[config.mk]
export PLATFORM = sky130hd
export DESIGN_NAME = frame_tx
export DESIGN_NICKNAME = d
export VERILOG_FILES = /design/src/rtl/frame_tx_pkg.sv /design/src/rtl/frame_tx_piso_shift.sv /design/src/rtl/frame_tx.sv
export SDC_FILE = /design/constraint.sdc
export NUM_CORES = 1
export LEC_CHECK = 0
export ABC_AREA = 1
export CORE_MARGIN = 2
export CORE_UTILIZATION = 52
export DETAILED_ROUTE_END_ITERATION = 8
export GPL_TIMING_DRIVEN = 0
export MAX_ROUTING_LAYER = met4
export PLACE_DENSITY = 0.88
export SYNTH_ARGS = -nofsm -noshare
export SYNTH_HDL_FRONTEND = slang
export SYNTH_SLANG_ARGS = --single-unit
[constraint.sdc]
create_clock -name clk -period 2.9 [get_ports clk]
set_clock_uncertainty 0.2 [all_clocks]
set_input_delay 0.29 -clock clk [delete_from_list [all_inputs] [get_ports clk]]
set_output_delay 0.29 -clock clk [all_outputs]
set_load 0.02 [all_outputs]
[src/rtl/frame_tx_pkg.sv]
// Shared types and constants for the serial frame transmitter.
package frame_tx_pkg;

    typedef enum logic [1:0] {
        S_IDLE,
        S_PRE,
        S_DATA,
        S_GAP
    } frame_tx_state_t;

    localparam logic [3:0] FRAME_TX_DEFAULT_PREAMBLE = 4'b1010;

    function automatic int max3(input int a, input int b, input int c);
        int m;
        m = (a > b) ? a : b;
        return (m > c) ? m : c;
    endfunction

endpackage

[src/rtl/frame_tx_piso_shift.sv]
// Parallel-load, MSB-first shift register feeding the payload phase of a frame.
module piso_shift #(
    parameter int DATA_W = 8
) (
    input  logic              clk,
    input  logic              resetn,
    input  logic              load,
    input  logic              shift,
    input  logic [DATA_W-1:0] din,
    output logic              msb
);

    logic [DATA_W-1:0] sr;

    // Load wins over shift so a back-to-back word replaces any stale bits.
    always_ff @(posedge clk or negedge resetn) begin
        if (!resetn) begin
            sr <= '0;
        end else if (load) begin
            sr <= din;
        end else if (shift) begin
            sr <= sr << 1;
        end
    end

    assign msb = sr[DATA_W-1];

endmodule

[src/rtl/frame_tx.sv]
// Serial frame transmitter: preamble, MSB-first payload, then idle gap bits.
module frame_tx
    import frame_tx_pkg::*;
#(
    parameter int DATA_W   = 8,
    parameter int PRE_W    = 4,
    parameter     PREAMBLE = FRAME_TX_DEFAULT_PREAMBLE,
    parameter int GAP      = 2
) (
    input  logic              clk,
    input  logic              resetn,
    input  logic              in_valid,
    input  logic [DATA_W-1:0] in_data,
    output logic              in_ready,
    output logic              dout,
    output logic              dout_valid,
    output logic              frame_done
);

    localparam int CNT_W = $clog2(max3(PRE_W, DATA_W, GAP) + 1);
    localparam logic [PRE_W-1:0] PRE_BITS = PRE_W'(PREAMBLE);

    if (DATA_W < 1 || PRE_W < 1 || GAP < 0 || $bits(PREAMBLE) != PRE_W) begin : g_param_check
        $error("frame_tx: illegal DATA_W/PRE_W/GAP/PREAMBLE combination");
    end

    frame_tx_state_t  state, state_nxt;
    logic [CNT_W-1:0] cnt, cnt_nxt;
    logic             en;
    logic             accept;
    logic             last_pre, last_data, last_gap, final_cycle;
    logic             msb, shift;
    logic [PRE_W-1:0] pre_shifted;
    logic             dout_nxt, dout_valid_nxt, frame_done_nxt;

    assign last_pre    = (state == S_PRE)  && (cnt == CNT_W'(PRE_W - 1));
    assign last_data   = (state == S_DATA) && (cnt == CNT_W'(DATA_W - 1));
    assign last_gap    = (state == S_GAP)  && (cnt == CNT_W'(GAP - 1));
    assign final_cycle = (GAP == 0) ? last_data : last_gap;

    // Ready in idle and in the last cycle of a frame, gated until the first edge after reset.
    assign in_ready = en && ((state == S_IDLE) || final_cycle);
    assign accept   = in_valid && in_ready;

    always_ff @(posedge clk or negedge resetn) begin
        if (!resetn) begin
            state <= S_IDLE;
            cnt   <= '0;
            en    <= 1'b0;
        end else begin
            state <= state_nxt;
            cnt   <= cnt_nxt;
            en    <= 1'b1;
        end
    end

    always_comb begin
        state_nxt = state;
        unique case (state)
            S_IDLE: if (accept) state_nxt = S_PRE;
            S_PRE:  if (last_pre) state_nxt = S_DATA;
            S_DATA: begin
                if (last_data) begin
                    if (GAP > 0)     state_nxt = S_GAP;
                    else if (accept) state_nxt = S_PRE;
                    else             state_nxt = S_IDLE;
                end
            end
            S_GAP: begin
                if (last_gap) begin
                    if (accept) state_nxt = S_PRE;
                    else        state_nxt = S_IDLE;
                end
            end
            default: state_nxt = S_IDLE;
        endcase
    end

    // Outputs are computed from the next state so the flops line up with state/cnt.
    always_comb begin
        cnt_nxt        = '0;
        dout_nxt       = 1'b0;
        dout_valid_nxt = 1'b0;
        frame_done_nxt = 1'b0;
        shift          = 1'b0;
        if (state_nxt == state && state != S_IDLE) begin
            cnt_nxt = cnt + 1'b1;
        end
        pre_shifted = PRE_BITS << cnt_nxt;
        if (state_nxt == S_PRE) begin
            dout_nxt       = pre_shifted[PRE_W-1];
            dout_valid_nxt = 1'b1;
        end else if (state_nxt == S_DATA) begin
            dout_nxt       = msb;
            dout_valid_nxt = 1'b1;
            shift          = 1'b1;
            frame_done_nxt = (cnt_nxt == CNT_W'(DATA_W - 1));
        end
    end

    always_ff @(posedge clk or negedge resetn) begin
        if (!resetn) begin
            dout       <= 1'b0;
            dout_valid <= 1'b0;
            frame_done <= 1'b0;
        end else begin
            dout       <= dout_nxt;
            dout_valid <= dout_valid_nxt;
            frame_done <= frame_done_nxt;
        end
    end

    piso_shift #(.DATA_W(DATA_W)) u_piso (
        .clk    (clk),
        .resetn (resetn),
        .load   (accept),
        .shift  (shift),
        .din    (in_data),
        .msb    (msb)
    );

endmodule
==> results of run 1 <==
-- worst max-delay path, cell delays in order, from the launching register on --
cell	delay [ps]
sky130_fd_sc_hd__dfrtp_1	460
sky130_fd_sc_hd__ha_1	180
sky130_fd_sc_hd__inv_1	60
sky130_fd_sc_hd__nor2_4	130
sky130_fd_sc_hd__nand2_2	90
sky130_fd_sc_hd__a21oi_2	320
sky130_fd_sc_hd__clkdlybuf4s50_1	670
-- worst max-delay path by stage --
stage / to / cells after the start
2_1_floorplan: u_piso.sr[6] / 12
3_3_place_gp: u_piso.sr[6] / 12
3_5_place_dp: u_piso.sr[6] / 12
4_1_cts: in_ready / 6
5_1_grt: in_ready / 6
6_report: in_ready / 6
-- layer usage --
| layer | vias to the layer above | global-route usage (%) | routed length (µm) |
|---|---|---|---|
| met5 | - | - | 0 |
| met4 | 0 | 9.73 | 36 |
| met3 | 5 | 6.42 | 106 |
| met2 | 20 | 31.7 | 895 |
| met1 | 364 | 22.0 | 779 |
| li1 | 407 | - | - |
-- flip-flops by register name, indices dropped and copies added, names as in the netlist --
signal and count:
frame_done 1, u_piso.sr 8, dout_valid 1, state 2
en 1, dout 1, cnt 4
-- cell type report --
type / instances / share of cell area (%)
multi-input cells: 74 / 38.4
plain buffers: 2 / 1.25
repair buffers: 13 / 10.9
inverters: 20 / 6.26
clock buffers: 4 / 3.03
flip-flops and latches: 18 / 37.6
well taps: 25 / 2.61
-- stage by stage --
step,utilization [%],hold slack [ps],std cells
after floorplan,-,-206,114
after global placement,65.9,275,152
after detailed placement,65.9,288,152
after CTS,67.9,104,156
after global routing,67.9,97.9,156
final,67.9,99.9,156
-- where the power goes --
| part | leakage, nW | switching (mW) | total (mW) | internal (mW) |
|---|---|---|---|---|
| registers | 0.227 | 0.0641 | 0.415 | 0.351 |
| clock network | 0.0210 | 0.0799 | 0.157 | 0.0767 |
| logic | 0.333 | 0.356 | 0.585 | 0.229 |
-- synthesized netlist by cell type, types with 2 or more instances --
| library cell | number |
|---|---|
| sky130_fd_sc_hd__nand2_4 | 2 |
| sky130_fd_sc_hd__a21oi_1 | 2 |
| sky130_fd_sc_hd__buf_4 | 2 |
| sky130_fd_sc_hd__nor2_1 | 8 |
| sky130_fd_sc_hd__nand3_4 | 2 |
| sky130_fd_sc_hd__dfrtp_1 | 18 |
| sky130_fd_sc_hd__xor2_1 | 2 |
| sky130_fd_sc_hd__inv_2 | 2 |
| sky130_fd_sc_hd__ha_1 | 5 |
| sky130_fd_sc_hd__nand2_1 | 10 |
| sky130_fd_sc_hd__o211ai_1 | 2 |
| sky130_fd_sc_hd__nand3_1 | 31 |
| sky130_fd_sc_hd__nand2_2 | 3 |
| sky130_fd_sc_hd__inv_1 | 17 |
-- logic make-up after synthesis --
group / Yosys count
fa+ha+maj: 5
xor+xnor: 2
other cells: 1
flops: 18
simple gates: 58
buf+inv: 22
compound gates: 8
==> results.txt, run 1 <==
----------------------------------------------------
[Finish]
  Area of all sequential standard cells ... 450 µm²
  Finished Cell Area ... 1200 µm²
  Fin nets ... 148
  Combined area of the multi-input logic cells ... 460 µm²
  Antenna Diode Count ... 0
  Commonest non-fill, non-tap cells in the layout ... sky130_fd_sc_hd__nand3_1, sky130_fd_sc_hd__dfrtp_1, sky130_fd_sc_hd__inv_1
  Layout cells sized above 1 ... 14.5%
  Number of filler instances in the final layout ... 151
  Most common cell after layout, fill and taps aside ... sky130_fd_sc_hd__nand3_1
  Relative area change from synthesis to final layout ... 19.8%

[Setup path]
  Critical path peak fanout ... 8
  Destination of the worst register-to-register timing path ... u_piso.sr[6]
  Crit. Startpoint ... cnt[0]
  CP required ... 2410 ps
  CP Capture Type ... output pin
  Kind of start point of the critical path ... flop
  Arrival time of the worst setup path ... 2210 ps
  Critical Setup Path Class ... reg -> out
  Internal reg-to-reg setup slack ... 340 ps
  Start of the worst register-to-register path ... cnt[0]
  R2r worst-path depth ... 12

[Clock network]
  Deepest level of the CTS H-tree ... 1
  Cts repair resizes ... 0
  Number of hold buffers added after cts ... 0
  CTS clock-pin slew for the worst setup and hold paths ... 110 ps
  Clock root buffer ... sky130_fd_sc_hd__clkbuf_4
  Maximum clock path buffer count ... 2
  Total CTS buffers ... 3
  Worst-skew pair later-pin latency ... 300 ps
  Clk sinks ... 18
  TritonCTS clock tree ... yes
  Buffer count from post-CTS setup fixing ... 0

[Placed design]
  Number of port buffers ... 13
  Setup Slack @ Placement ... 353 ps
  Half-perimeter wire length after placement ... 1.36 mm
  Routability congestion estimate ... 0.889
  DP Area ... 1160 µm²

[Logic synthesis]
  Count of cell types in the netlist ... 22
  Arithmetic-cell share of the synthesized area counting full adders, half adders and majority gates ... 6.25%
  Number of warnings printed during yosys synthesis ... 0
  Main combinational cell family by area after synthesis ... simple AND/OR/NAND/NOR gates
  Share of flip-flops with an asynchronous set or reset ... 100%
  Biggest area consumer among synthesized cells ... sky130_fd_sc_hd__dfrtp_1
  Top cell type's share of synthesized area ... 45.0%
  Ys flop type ... sky130_fd_sc_hd__dfrtp_1
  Largest cells by area after synthesis ... sky130_fd_sc_hd__dfrtp_1, sky130_fd_sc_hd__nand3_1, sky130_fd_sc_hd__inv_1
  Nets in the synthesized netlist ... 130
  XOR/XNOR share of the synthesized area ... 1.75%
  Share of the synthesized area in compound gates (AO/OA/AOI/OAI) ... 5.62%
  Number of enable flip-flop cells after synthesis ... 0
  Flip-flop and latch count after synthesis ... 18
  Area fraction in and, or, nand and nor cells after synthesis ... 32.0%
  Post-Syn Area per Cell ... 8.78 µm²
  Cells after Synth ... 114
  Synthesized cell area ... 1000 µm²
  Multiplexer area fraction after synthesis ... 0%
  Sequential fraction of the synthesis area ... 45.0%

[STA]
  Time the worst path needs with I/O delays and setup ... 2700 ps
  Max-slew violation count ... 0
  Peak clock frequency supported by timing ... 370 MHz
  Final clock period utilization by the worst path ... 93.2%
  Max_slew headroom ... 46.5%
  Transition at the pin with the smallest max-transition slack ... 800 ps
  Smallest setup slack after layout ... 198 ps
  Number of failing hold endpoints at the final stage ... 0
  Setup TNS after final layout ... 0 ps
  Setup repair after global routing missed its margin ... false
  Number of failing setup endpoints in the final timing report ... 0

[Power]
  PnR Total Power ... 1.16 mW
  Power per Cell Area ... 965 nW/µm²
  IR drop worst, VDD ... 0.000791 V
  Leakage power ... 0.581 nW

[GRT]
  GRT Overall Usage ... 19.8%
  Initial antenna violation count ... 0
  Largest net degree at the start of global routing ... 19
  GR Overflow Total ... 0
  Wire length of the first global-routing pass ... 2.94 mm
  Via count of the first global-routing pass ... 704

[Detailed routing]
  DRC violation count after routing ... 0
  Total iterations of the first detailed-routing run ... 4
  Vias ... 796
  DR WL/cell ... 11.7 µm
  Drt total wl ... 1.82 mm
  Antenna violation net count after detailed routing ... 0
  Via/cell ratio ... 5.10
  Initial DRC count ... 10

[Die]
  Vert. Die Dim ... 47.9 µm
  Initial core utilization ... 56.7%
  Number of placement rows ... 15
  Area of the core ... 1760 µm²
  Number of primary I/O pins ... 15
  Die area ... 2290 µm²
  Die span in x ... 47.9 µm

[Run status]
  Run status ... finished, final reports clean

[Worst hold path]
  Hold Crit Start ... in_valid
  Worst hold path depth ... 3
  End of the worst hold path ... u_piso.sr[0]
  Path class of the lowest-slack min-delay path ... in -> reg

[Job]
  Count of maximum capacitance violations ... 0

----------------------------------------------------
Power figures use the tool's default switching activity.
==> inputs of run 2 (changes only) <==
--- a/config.mk
+++ b/config.mk
@@ -6,10 +6,13 @@
 export NUM_CORES = 1
 export LEC_CHECK = 0
 export ABC_AREA = 1
+export CAP_MARGIN = 10
 export CORE_MARGIN = 2
 export CORE_UTILIZATION = 52
 export DETAILED_ROUTE_END_ITERATION = 8
+export GPL_ROUTABILITY_DRIVEN = 0
 export GPL_TIMING_DRIVEN = 0
+export HOLD_SLACK_MARGIN = 0.05
 export MAX_ROUTING_LAYER = met4
 export PLACE_DENSITY = 0.88
 export SYNTH_ARGS = -nofsm -noshare
==> results of run 2 <==
Same layout as run 1: the final DEF is identical, and so are final timing and power.
